--- src/rtl/fifo_serializer_if.sv ---
// FIFO-read and bit-serial link bundle for fifo_serializer.
// master = serializer side, slave = FIFO/link side.
interface fifo_serializer_if #(
  parameter int DWIDTH = 16
);
  logic [DWIDTH-1:0] fifo_q_i;
  logic              fifo_empty_i;
  logic              fifo_rdreq_o;
  logic              ser_data_o;
  logic              ser_data_val_o;
  logic              ser_ready_i;
  logic              ser_last_o;
  logic              busy_o;

  modport master (
    input  fifo_q_i,
    input  fifo_empty_i,
    input  ser_ready_i,
    output fifo_rdreq_o,
    output ser_data_o,
    output ser_data_val_o,
    output ser_last_o,
    output busy_o
  );

  modport slave (
    output fifo_q_i,
    output fifo_empty_i,
    output ser_ready_i,
    input  fifo_rdreq_o,
    input  ser_data_o,
    input  ser_data_val_o,
    input  ser_last_o,
    input  busy_o
  );
endinterface

--- src/rtl/fifo_serializer.sv ---
// Pops words from a show-ahead FIFO and shifts them out
// as a 1-bit valid/ready stream with no gap between words.
module fifo_serializer #(
  parameter int DWIDTH    = 16,
  parameter bit MSB_FIRST = 1'b1
) (
  input  logic               clk_i,
  input  logic               arstn_i,
  fifo_serializer_if.master  bus
);

  localparam int CW = $clog2(DWIDTH + 1);
  localparam logic [CW-1:0] FULL = CW'(DWIDTH);
  localparam logic [CW-1:0] ONE  = CW'(1);

  typedef enum logic {
    IDLE  = 1'b0,
    SHIFT = 1'b1
  } state_t;

  state_t            r_state;
  state_t            w_state_nxt;
  logic [DWIDTH-1:0] r_sr;
  logic [DWIDTH-1:0] w_sr_nxt;
  logic [DWIDTH-1:0] w_shift;
  logic [CW-1:0]     r_cnt;
  logic [CW-1:0]     w_cnt_nxt;
  logic              w_acc;
  logic              w_pop;

  assign w_acc = (r_state == SHIFT) & bus.ser_ready_i;

  // Zero fill moves toward the end the bit is taken from.
  assign w_shift = MSB_FIRST ? {r_sr[DWIDTH-2:0], 1'b0}
                             : {1'b0, r_sr[DWIDTH-1:1]};

  always_ff @(posedge clk_i or negedge arstn_i) begin
    if (!arstn_i) begin
      r_state <= IDLE;
      r_sr    <= '0;
      r_cnt   <= '0;
    end else begin
      r_state <= w_state_nxt;
      r_sr    <= w_sr_nxt;
      r_cnt   <= w_cnt_nxt;
    end
  end

  always_comb begin
    w_state_nxt = r_state;
    w_sr_nxt    = r_sr;
    w_cnt_nxt   = r_cnt;
    w_pop       = 1'b0;
    unique case (r_state)
      IDLE: begin
        w_pop = !bus.fifo_empty_i;
        if (w_pop) begin
          w_sr_nxt    = bus.fifo_q_i;
          w_cnt_nxt   = FULL;
          w_state_nxt = SHIFT;
        end
      end
      SHIFT: begin
        if (w_acc) begin
          if (r_cnt == ONE) begin
            w_pop = !bus.fifo_empty_i;
            if (w_pop) begin
              w_sr_nxt  = bus.fifo_q_i;
              w_cnt_nxt = FULL;
            end else begin
              w_sr_nxt    = '0;
              w_cnt_nxt   = '0;
              w_state_nxt = IDLE;
            end
          end else begin
            w_sr_nxt  = w_shift;
            w_cnt_nxt = r_cnt - ONE;
          end
        end
      end
      default: begin
        w_state_nxt = IDLE;
      end
    endcase
  end

  assign bus.fifo_rdreq_o   = arstn_i & w_pop;
  assign bus.ser_data_val_o = (r_state == SHIFT);
  assign bus.busy_o         = (r_state == SHIFT);
  assign bus.ser_last_o     = (r_state == SHIFT) & (r_cnt == ONE);
  assign bus.ser_data_o     = MSB_FIRST ? r_sr[DWIDTH-1] : r_sr[0];

endmodule

--- src/flat_wrapper.sv ---
// flat-port wrapper written by rule: the top's interface ports become plain ports
module fifo_serializer_flat 
#(
  parameter int DWIDTH    = 16,
  parameter bit MSB_FIRST = 1'b1
)
  (clk_i, arstn_i, bus_fifo_q_i, bus_fifo_empty_i, bus_ser_ready_i, bus_fifo_rdreq_o, bus_ser_data_o, bus_ser_data_val_o, bus_ser_last_o, bus_busy_o);
  fifo_serializer_if #(.DWIDTH(DWIDTH)) bus_i ();
  input  logic clk_i;
  input  logic arstn_i;
  input wire logic [$bits(bus_i.fifo_q_i)-1:0] bus_fifo_q_i;
  input wire logic [$bits(bus_i.fifo_empty_i)-1:0] bus_fifo_empty_i;
  input wire logic [$bits(bus_i.ser_ready_i)-1:0] bus_ser_ready_i;
  output wire logic [$bits(bus_i.fifo_rdreq_o)-1:0] bus_fifo_rdreq_o;
  output wire logic [$bits(bus_i.ser_data_o)-1:0] bus_ser_data_o;
  output wire logic [$bits(bus_i.ser_data_val_o)-1:0] bus_ser_data_val_o;
  output wire logic [$bits(bus_i.ser_last_o)-1:0] bus_ser_last_o;
  output wire logic [$bits(bus_i.busy_o)-1:0] bus_busy_o;
  assign bus_i.fifo_q_i = bus_fifo_q_i;
  assign bus_i.fifo_empty_i = bus_fifo_empty_i;
  assign bus_i.ser_ready_i = bus_ser_ready_i;
  assign bus_fifo_rdreq_o = bus_i.fifo_rdreq_o;
  assign bus_ser_data_o = bus_i.ser_data_o;
  assign bus_ser_data_val_o = bus_i.ser_data_val_o;
  assign bus_ser_last_o = bus_i.ser_last_o;
  assign bus_busy_o = bus_i.busy_o;
  fifo_serializer #(.DWIDTH(DWIDTH), .MSB_FIRST(MSB_FIRST)) u_core (.clk_i(clk_i), .arstn_i(arstn_i), .bus(bus_i));
endmodule
--- config.mk ---
export PLATFORM = sky130hd
export DESIGN_NAME = fifo_serializer_flat
export DESIGN_NICKNAME = d
export VERILOG_FILES = /design/src/rtl/fifo_serializer_if.sv /design/src/rtl/fifo_serializer.sv /design/src/flat_wrapper.sv
export SDC_FILE = /design/constraint.sdc
export NUM_CORES = 1
export LEC_CHECK = 0
export CAP_MARGIN = 20
export CORE_AREA = 2 2 74 55
export CTS_CLUSTER_SIZE = 20
export DETAILED_ROUTE_END_ITERATION = 7
export DIE_AREA = 0 0 76 57
export GPL_TIMING_DRIVEN = 1
export PLACE_DENSITY = 0.73
export REMOVE_ABC_BUFFERS = 1
export SYNTH_ARGS = -nofsm -noshare
export SYNTH_HDL_FRONTEND = slang
export SYNTH_SLANG_ARGS = --single-unit
--- constraint.sdc ---
create_clock -name clk_i -period 2.1 [get_ports clk_i]
set_input_delay 0.42 -clock clk_i [delete_from_list [all_inputs] [get_ports clk_i]]
set_output_delay 0.42 -clock clk_i [all_outputs]
set_load 0.03 [all_outputs]
# [Word-level counts from Yosys, hierarchy flattened]
# Index checks and enable logic that the tools add are counted.
[word_totals] ff_bits=22 input_bits=20 output_inout_bits=5 word_cells=30
[op_classes] add_sub_neg=1 n_eq_ne=3 n_mux=17 n_bitwise=4 reduce_logical=2
[ops] operator="$mux 16" n=4
[ops] operator="$pmux 16 s2" n=1
[ops] operator="$mux 5" n=4
[ops] operator="$pmux 5 s2" n=1
[ops] operator="$eq 5x1->1 const B" n=1
[ops] operator="$mux 1" n=5
[ops] operator="$sub 5x1->5 const B" n=1
[ops] operator="$ne 2x2->1 const B" n=2
[ops] operator="$pmux 1 s2" n=2
[ops] operator="$and 1x1->1" n=3
[ops] operator="$reduce_and 2->1" n=1
[ops] operator="$logic_not 1->1" n=1
[ops] operator="$not 1->1" n=1

# [Logic depth before layout (Yosys ltp)]
[logic_depth] word_depth=5 depth_mapped=7 mapped_depth_nobuf=5

# [Worst setup path after synthesis]
# Ideal clock, no wire load.
[synth_timing] kind="register -> output" startpoint="register u_core.r_cnt[1]" endpoint="output port bus_fifo_rdreq_o" arrival_time_ns=1.919 required_time_ns=1.680 path_slack_ns=-0.239 path_stages_with_launch=6 n_path_buf=0 path_cell_list="dfrtp_1 > inv_1 > ha_1 > nor4b_4 > a21boi_0 > nor3b_1"
[synth_between] elab_chain_len=5
[synth_lines] element="start, declared" line_no="fifo_serializer.sv:26" text="logic [CW-1:0] r_cnt;"
[synth_lines] element="start signal, assigned" line_no="fifo_serializer.sv:45" text="r_cnt <= w_cnt_nxt;"
[synth_lines] element="$eq 5x1->1" line_no="fifo_serializer.sv:65" text="if (r_cnt == ONE) begin"
[synth_lines] element="$mux 1" line_no="fifo_serializer.sv:65"
[synth_lines] element="$mux 1" line_no="fifo_serializer.sv:64" text="if (w_acc) begin"
[synth_lines] element="$pmux 1 s2" line_no="fifo_serializer.sv:54" text="unique case (r_state)"
[synth_lines] element="$and 1x1->1" line_no="fifo_serializer.sv:87" text="assign bus.fifo_rdreq_o = arstn_i & w_pop;"
[synth_lines] element="end, declared" line_no="flat_wrapper.sv:14" text="output wire logic [$bits(bus_i.fifo_rdreq_o)-1:0] bus_fifo_rdreq_o;"
# Every way passes these cells.

# [Worst setup path in the final report]
# Same ends and word-level chain as after synthesis.

==> impl_results.md <==
- Status: finished clean
- Starting density of the core: 0.3817
- P_leak: 0.6790 nW
- Wire per inst: 15.21 um
- Type of destination of the critical path: output port
- WHS: 0.5673 ns
- Count of pins over their slew limit: 0
- Transition time at the pin with the least slew margin: 0.4875 ns
- IO buf count: 24
- Area of the die: 4332 um^2
- Drt drc: 0
- Drt first-iter violations: 86
- Total number of H-tree levels: 1
- Number of cells in the design after placement: 223
- Num rows: 19
- HPWL reported at the end of detailed placement: 2.404 mm
- Worst IR Drop VDD: 0.4521 mV
- Maximum net fanout on the critical path: 2
- Flop pwr share: 0.404
- Internal power: 1.168 mW
- Maximum clock frequency: 0.4878 GHz
- Total congestion overflow after global routing: 0
- Clock transition at the register clock pins on the worst setup and hold paths after CTS: 0.09 ns
- TritonCTS clock tree: built
- Total number of vias: 1304
- Ratio of cells with drive above 1 in the final layout: 0.1768
- Source-to-sink clock delay at the later pin of the worst-skew pair: 0.27 ns
- Detail Route Antenna Nets: 0
- Seq. cell area: 550.5 um^2
- Sequential element share of the synthesized area: 0.3915
- Fin. Hold Viols: 0
- Sw Pwr: 0.6804 mW
- Worst EP arrival: 1.63 ns
- Maximum root-to-sink buffer count: 2
- Switch share: 0.3681
- Die height: 57 um
- Sum of negative setup slack: 0 ns
- Area growth syn-to-layout: 28.74%
- Final core occ: 0.4913
- Wire length of the first global-routing pass: 6.210 mm
- Crit path kind: register to output port
- Clk network pwr share: 0.169
- Final GP Congestion: 0.8168
- Power share of the combinational group: 0.427
- Number of antenna cells inserted: 0
- Number of iterations in the first detailed-routing pass: 4
- Final net count: 204
- Number of maximum-capacitance violations: 0
- Routed WL: 3.545 mm
- Final Power: 1.848 mW
- Power density normalized to cell area: 1021 nW/um^2
- Most common cell after layout, fill and taps aside: dfrtp_1
- Clock Root Buffer: clkbuf_8
- Routed via count divided by cell count: 5.597
- Horizontal extent of the die: 76 um
- Maximum clock skew at final layout: 0.007883 ns
- Unique cell type count in the Yosys netlist: 34
- Area of combinational cells with multiple inputs: 778.2 um^2
- Yosys reg bits: 22
- Setup-failing EPs final: 0
- Relative slew slack: 0.6750
- Synth warn: 0
- Number of global-route vias before repair: 1314
- Number of non-filler instances in the completed layout: 233
- Overall track demand over capacity in global routing: 0.1770
- Total standard cell area after synthesis: 1406 um^2
- Antenna violations before repair: 0
- Worst Setup Start Kind: register
- I/O pin count: 25
- Top library cells by usage in the layout, fill and taps aside: dfrtp_1, clkdlybuf4s50_1, buf_4
- Min Tclk post-route: 2.050 ns
- Area of the core: 3685 um^2
- Hold Buf Count CTS: 0
- Post-synthesis instance total: 153
- Tightest Hold Check Type: input pin to async pin
- Part of the cycle the worst path needs: 0.9762
- Pin count of the biggest net entering global routing: 23
- Setup repair after global routing missed its margin: true
- Fill cell instance count of the final layout: 339
- Required time of the critical path: 1.68 ns
- TritonCTS buffer count: 3
- Mean post-synth cell area: 9.192 um^2
- Clock sink total: 22
## cells in the mapped netlist
cell	number	area (um^2)
buf_1	1	3.750
or3b_2	1	8.760
nand3b_1	16	120.1
nor3_1	16	80.08
buf_2	4	20.02
o21ai_0	2	10.01
and2_1	2	12.51
or4bb_2	1	12.51
or2_1	1	6.260
or4b_1	1	10.01
a31oi_1	4	25.02
and4_1	1	8.760
buf_8	1	15.01
ha_1	2	25.02
a211o_1	1	8.760
buf_6	1	11.26
nand2b_1	16	100.1
clkbuf_1	7	26.28
buf_4	2	15.01
nor2_1	3	11.26
nor4b_4	1	23.77
nand2_1	5	18.77
nor3b_1	1	7.510
a21oi_1	1	5.000
inv_1	2	7.510
a41oi_1	15	131.4
xor2_1	1	8.760
nor2b_1	1	6.260
a211oi_1	1	7.510
o211ai_1	1	7.510
a21boi_0	1	7.510
o221ai_1	1	8.760
dfrtp_1	22	550.5
nand3_1	17	85.08
## state kept, by name, summed over array words and instances, names as in the netlist
name	count
u_core.bus.busy_o	1
u_core.r_sr	16
u_core.r_cnt	5
## power by group through the flow
stage	sequential (mW)	combinational, mW	clock [mW]
after floorplan	0.750	0.452	0
after global placement	0.748	0.650	0
after detailed placement	0.757	0.692	0
after CTS	0.742	0.765	0.314
after global routing	0.769	0.893	0.330
final	0.747	0.789	0.312
## path summary, 6_finish.rpt
path,cells after the start,slack [ns],end,from
max reg2reg,7,0.35,u_core.r_sr[12],u_core.r_cnt[1]
min reg2reg,2,0.59,u_core.r_sr[10],u_core.r_sr[10]
min,2,0.57,u_core.r_cnt[4],arstn_i
max,6,0.05,bus_fifo_rdreq_o,u_core.r_cnt[1]
max in group asynchronous,2,1.30,u_core.r_sr[3],arstn_i
min in group clk_i,2,0.59,u_core.r_sr[10],u_core.r_sr[10]
## routing by layer
metal / part of all wire / GRT usage / wire length [um]
met1: 0.46 / 0.2303 / 1624
met2: 0.48 / 0.3087 / 1716
met3: 0.048 / 0.03797 / 170
met4: 0.0093 / 0.04156 / 33
met5: 0 / 0 / 0
## final cells by class
| type | count | area share |
|---|---|---|
| Multi-Input combinational cell | 113 | 0.4299 |
| Inverter | 2 | 0.004147 |
| Tap cell | 52 | 0.03594 |
| Clock buffer | 4 | 0.03041 |
| Sequential cell | 22 | 0.3041 |
| Timing Repair Buffer | 40 | 0.1956 |
## logic make-up (layout without fill, tap and decap cells)
kind of cell	after synthesis	after routing	share of synthesized area
AOI/OAI and AO/OA	27	27	0.1504
xor gates and xnor gates	1	1	0.006229
adders and majority gates	2	2	0.01779
buffers and inverters	18	46	0.07028
DFF	22	22	0.3915
and+or+nand+nor	83	83	0.3639
## worst max-delay path: stages (launching register included)
cell and delay, ns:
dfrtp_1 0.41, inv_2 0.09, ha_4 0.13, nor4b_4 0.27, a21boi_2 0.11, nor3b_2 0.18, buf_4 0.19
## metrics by stage
stage / setup slack (ns) / instance area (um^2)
3_5_place_dp: -0.06180 / 1685
4_1_cts: 0.006314 / 1779
2_1_floorplan: -0.4781 / 1315
3_3_place_gp: 0.02724 / 1685
5_1_grt: -0.03079 / 1810
6_report: 0.04993 / 1810
## timing repair
action | in CTS | in global routing
setup endpoints to repair | 2 | 2
buffers inserted | 3 | 3
pin swaps | 2 | 1
resized for setup | 5 | 3
Power figures use the tool's default switching activity.
==> variant 1, RTL diff (same settings) <==
Take the reset off `r_sr` and load it in a clocked block of its own.
--- a/src/rtl/fifo_serializer.sv
+++ b/src/rtl/fifo_serializer.sv
@@ -37,13 +37,15 @@
   always_ff @(posedge clk_i or negedge arstn_i) begin
     if (!arstn_i) begin
       r_state <= IDLE;
-      r_sr    <= '0;
       r_cnt   <= '0;
     end else begin
       r_state <= w_state_nxt;
-      r_sr    <= w_sr_nxt;
       r_cnt   <= w_cnt_nxt;
     end
+  end
+
+  always_ff @(posedge clk_i) begin
+    r_sr <= w_sr_nxt;
   end
 
   always_comb begin
Formal check against the unedited RTL: not equivalent (Yosys sat finds a counterexample within 4 cycles, from zero or initial values and one cycle with arstn_i low).
==> variant 1 against the original RTL <==
Largest cell class is now registers; critical path depth shrank 1; routed wire length shrank 35%; die area is the same; synthesized area shrank 25%; highest routed layer unchanged; total power shrank 13%; sequential cell count is the same; fmax shrank 0.17%; design area shrank 18%; sequential power shrank 5.8%; worst setup slack lost 0.0036 ns.
==> variant 1: results (changes against the original RTL) <==
[place]
io_buffers=24  ; unchanged
placed_cell_area_sq_um=1350  ; -20%
gp_congestion=0.8394  ; +2.8%
hpwl_um=1470  ; -39%

[grt]
gr-usage-all-layers=0.1049  ; -0.07209
antenna_found_initial=0  ; unchanged
grt_max_degree=19  ; -17%
grt_pass1_wl_um=3553  ; -43%
first_global_vias=740  ; -44%

[drt]
wl_per_cell_um=13.86  ; -8.9%
drt_iter0_drc=20  ; -77%
dr.pass1.iters=4  ; unchanged
drc_errors=0  ; unchanged
vias=790  ; -39%

[synthesis]
ys_async_sr_fraction=0.2727  ; -0.7273
synthFlopType=edfxtp_1
synth_edf_count=16  ; +16
synth_xor_area_frac=0.008294  ; +0.002066
synthTopCellsByCount=edfxtp_1, a22o_1, dfrtp_1
yosys_warnings=0  ; unchanged
synth_mux_area_frac=0  ; unchanged
synth-compound-area-share=0.2180  ; +0.06765
synth.distinct_cells=28  ; -18%
yosys-top-cells-area=edfxtp_1, dfrtp_1, a22o_1
synth_fa_ha_area_frac=0.02370  ; +0.005903
synth-seq-area-share=0.5972  ; +0.2057

[clock_tree]
cts_resized=3  ; -2
cts.reportedPaths.clkPinSlew_ns=0.08
cts_made_buffers=3  ; unchanged
root_buffer=clkbuf_8
clock_path_buffers=2  ; unchanged
htree_num_levels=1  ; unchanged
insertion_delay_ns=0.26
postCtsSetupBuffers=2  ; -1

[setup_path]
cp_max_fo=3  ; +1
crit_arrival_ns=1.63  ; about the same

[cells_and_area]
drive_gt1_frac=0.2124  ; +0.03559
layout.nets=136  ; -33%
largest_register=u_core.r_sr
largest_register_ffs=16  ; unchanged
num_antenna_cells=0  ; unchanged

[min_path]
hp-class=in2async

[timing]
finalClockSkew_ns=0.001607  ; -0.006275 ns
relSlewSlack=0.7813  ; +0.1063

[outcome]
status=finished clean

[power]
peakVddDrop_uv=869.6  ; +92%
p_sw_uw=464.1  ; -32%
p_leak_uw=0.0006113  ; -10%

[run]
cap_violations=0  ; unchanged

==> variant 1: changes by cell type after synthesis, moves of 16 or more <==
cell      before  now
nand2b_1      16    0
dfrtp_1       22    6
nand3_1       17    0
edfxtp_1       0   16
==> variant 1: critical path, cell delays in order, from the launching register on <==
cell     delay (ns)
dfrtp_1        0.40
inv_2          0.10
ha_4           0.13
or4b_4         0.48
nor2_4         0.13
buf_6          0.13
==> variant 1: power groups by stage <==
stage / registers (uW) / clock network [uW] / logic (uW)
4_1_cts: 690 / 397 / 476
3_5_place_dp: 696 / 0 / 438
2_1_floorplan: 692 / 0 / 293
3_3_place_gp: 690 / 0 / 419
5_1_grt: 717 / 412 / 569
6_report: 704 / 392 / 514
==> variant 1: per-layer routing <==
metal  up-vias  global-route usage  wire length, um
met5         -                   0                0
met4         0             0.02857               17
met3         2             0.03639               93
met2        18              0.1543             1121
met1       389              0.1489             1055
li1        381                   -                -
==> variant 1: area by class of cell <==
cell class / count / area (sq um)
Clock buffer: 3 / 41.29
Fill cell: 354 / 2205
Clock inverter: 1 / 30.03
Inverter: 5 / 18.77
Tap cell: 52 / 65.06
Timing Repair Buffer: 34 / 314.1
Multi-Input combinational cell: 48 / 379.1
Sequential cell: 22 / 631.9
==> variant 1: through the flow <==
stage | util | instances | setup slack, ns
after floorplan | - | 75 | -0.9174
after global placement | 0.3664 | 157 | 0.1516
after detailed placement | 0.3664 | 157 | 0.1437
after CTS | 0.3922 | 163 | 0.002998
after global routing | 0.4017 | 165 | -0.0001370
final | 0.4017 | 165 | 0.04635
==> variant 1: path summary, 6_finish.rpt <==
| path | slack [ns] | cells past startpoint | end | start |
|---|---|---|---|---|
| max in group asynchronous | 1.52 | 2 | u_core.r_cnt[0]$_DFFE_PN0P_ | arstn_i |
| min in group clk_i | 0.54 | 1 | u_core.r_sr[14]$_DFFE_PP_ | u_core.r_sr[13]$_DFFE_PP_ |
| setup / recovery | 0.05 | 5 | bus_ser_last_o | u_core.r_cnt[1]$_DFFE_PN0P_ |
| setup reg to reg | 0.17 | 6 | u_core.r_sr[12]$_DFFE_PP_ | u_core.r_cnt[1]$_DFFE_PN0P_ |
| hold reg to reg | 0.54 | 1 | u_core.r_sr[14]$_DFFE_PP_ | u_core.r_sr[13]$_DFFE_PP_ |
| hold / removal | 0.45 | 2 | u_core.r_cnt[3]$_DFFE_PN0P_ | arstn_i |
==> variant 1: kinds of logic (layout without fill, tap and decap cells) <==
kind of cell / count (synthesis) / in the layout
AO/OA/AOI/OAI: 29 / 29
flip-flops: 22 / 22
AND/OR/NAND/NOR: 16 / 16
buffers and inverters: 13 / 43
adder cells (fa/ha/maj): 2 / 2
XOR/XNOR: 1 / 1
==> variant 2, RTL diff (config.mk and constraints unchanged) <==
Without the edit above. `DWIDTH` is set to 16 in 3 places; all go to 32.
--- a/src/rtl/fifo_serializer_if.sv
+++ b/src/rtl/fifo_serializer_if.sv
@@ -1,7 +1,7 @@
 // FIFO-read and bit-serial link bundle for fifo_serializer.
 // master = serializer side, slave = FIFO/link side.
 interface fifo_serializer_if #(
-  parameter int DWIDTH = 16
+  parameter int DWIDTH = 32
 );
   logic [DWIDTH-1:0] fifo_q_i;
   logic              fifo_empty_i;
--- a/src/rtl/fifo_serializer.sv
+++ b/src/rtl/fifo_serializer.sv
@@ -1,7 +1,7 @@
 // Pops words from a show-ahead FIFO and shifts them out
 // as a 1-bit valid/ready stream with no gap between words.
 module fifo_serializer #(
-  parameter int DWIDTH    = 16,
+  parameter int DWIDTH    = 32,
   parameter bit MSB_FIRST = 1'b1
 ) (
   input  logic               clk_i,
--- a/src/flat_wrapper.sv
+++ b/src/flat_wrapper.sv
@@ -1,7 +1,7 @@
 // flat-port wrapper written by rule: the top's interface ports become plain ports
 module fifo_serializer_flat 
 #(
-  parameter int DWIDTH    = 16,
+  parameter int DWIDTH    = 32,
   parameter bit MSB_FIRST = 1'b1
 )
   (clk_i, arstn_i, bus_fifo_q_i, bus_fifo_empty_i, bus_ser_ready_i, bus_fifo_rdreq_o, bus_ser_data_o, bus_ser_data_val_o, bus_ser_last_o, bus_busy_o);
Interface: changed (resized bus_fifo_q_i); port bits go from 25 to 41. No check against the original RTL was run, so the function may have changed too.
==> variant 2 against the original RTL <==
The flow now finishes with violations (setup timing); clock skew is 0.0020 ns lower; design area is 42% higher; critical endpoint unchanged; synthesized area is 36% higher; worst setup slack worse by 0.22 ns; worst hold slack worse by 0.35 ns; sequential cell count is 17 higher; total power is 47% higher; critical path depth stayed put; routed wire length is 30% higher; register-to-register slack worse by 0.21 ns; via count is 22% higher.
==> variant 2: results (changes against the original RTL) <==
[grt]
grt_pass1_wl_um=7590  ; +22%
first_global_vias=1495  ; +14%

[drt]
m1WireLength_um=2147  ; +32%
viasPerCell=5.940  ; +6.1%
met2RoutedLength_um=2048  ; +19%
drt_iter0_drc=158  ; +84%
route.met3.wl_um=347  ; +100%
drt_wl_total_um=4593  ; +30%

[clock_tree]
cts.reportedPaths.clkPinSlew_ns=0.07  ; -0.02 ns
clock_sinks=39  ; +77%
htree_num_levels=2  ; +1
insertion_delay_ns=0.29  ; +0.02 ns
cts_made_buffers=5  ; +2

[cells_and_area]
area_growth_pct=33.99
ff_latch_area_sq_um=975.9  ; +77%
drive_gt1_frac=0.2605  ; +0.08367
fillers=277  ; -18%
final_cells=267  ; +15%
nNonClkInverters=5  ; +3
clock_cell_area_share=0.03408  ; +0.003672
largest_register_ffs=32  ; +16
layout.nets=253  ; +24%
buf_share=0.2210  ; +0.02546
num-multi-input-gates=103  ; -8.8%
nClkBuffers=6  ; +2
n_all_buffers=61  ; +53%

[setup_path]
cpMaxStageDelayCell=or3b_4
crit_arrival_ns=1.85  ; +0.22 ns

[synthesis]
synthTopCellsByCount=dfrtp_1, and3_1, a221o_2
synth.avg_cell_area_sq_um=11.62  ; +26%

[place]
gp_congestion=0.8807  ; +7.8%
dp.cells=256  ; +15%
hpwl_um=2988  ; +24%
placed_cell_area_sq_um=2414  ; +43%
io_buffers=40  ; +67%

[power]
p_leak_uw=0.001264  ; +86%

[outcome]
status=complete, but fails checks
violations=setup timing

[timing]
setup_viol=1  ; +1
setup_slack_ns=-0.1732  ; -0.2232 ns

variant 2: cell types whose count changed after synthesis, sizes merged, moves of 14 or more:
cell / before / now
a221o: 0 / 31
nor3: 16 / 0
nand3b: 16 / 1
nand3: 17 / 3
a41oi: 15 / 0
nand2b: 16 / 0
and3: 0 / 32
dfrtp: 22 / 39
variant 2: repair_timing:
item / in CTS / in global routing
setup buffers: 3 / 3
pin swaps: 2 / 2
setup endpoints to repair: 2 / 2
hold endpoints to repair: 0 / 0
resized for setup: 7 / 2
variant 2: cells by family (layout without fill, tap and decap cells):
family | count (synthesis) | after routing | share of synthesized area
AND/OR/NAND/NOR | 52 | 52 | 0.1624
AO/OA/AOI/OAI | 49 | 49 | 0.2518
flip-flops | 39 | 39 | 0.5088
buffers and inverters | 23 | 73 | 0.06392
adder cells (fa/ha/maj) | 2 | 2 | 0.01304
variant 2: path summary, 6_finish.rpt:
path | from | end | slack, ns | cells past startpoint
min in group clk_i | u_core.r_sr[27]$_DFFE_PN0P_ | u_core.r_sr[28]$_DFFE_PN0P_ | 0.50 | 1
worst max register to register | u_core.r_cnt[1]$_DFFE_PN0P_ | u_core.r_sr[26]$_DFFE_PN0P_ | 0.14 | 8
max in group asynchronous | arstn_i | u_core.r_sr[27]$_DFFE_PN0P_ | 1.55 | 2
worst min register to register | u_core.r_sr[27]$_DFFE_PN0P_ | u_core.r_sr[28]$_DFFE_PN0P_ | 0.50 | 1
worst min-delay path | arstn_i | u_core.r_cnt[5]$_DFFE_PN0P_ | 0.22 | 2
worst max-delay path | u_core.r_cnt[1]$_DFFE_PN0P_ | bus_fifo_rdreq_o | -0.17 | 6
variant 2: layer usage:
metal  vias to the layer above  GRT usage
met2                        70     0.3240
li1                        750          -
met5                         -          0
met1                       762     0.3288
met4                         0    0.08052
met3                         4    0.08544
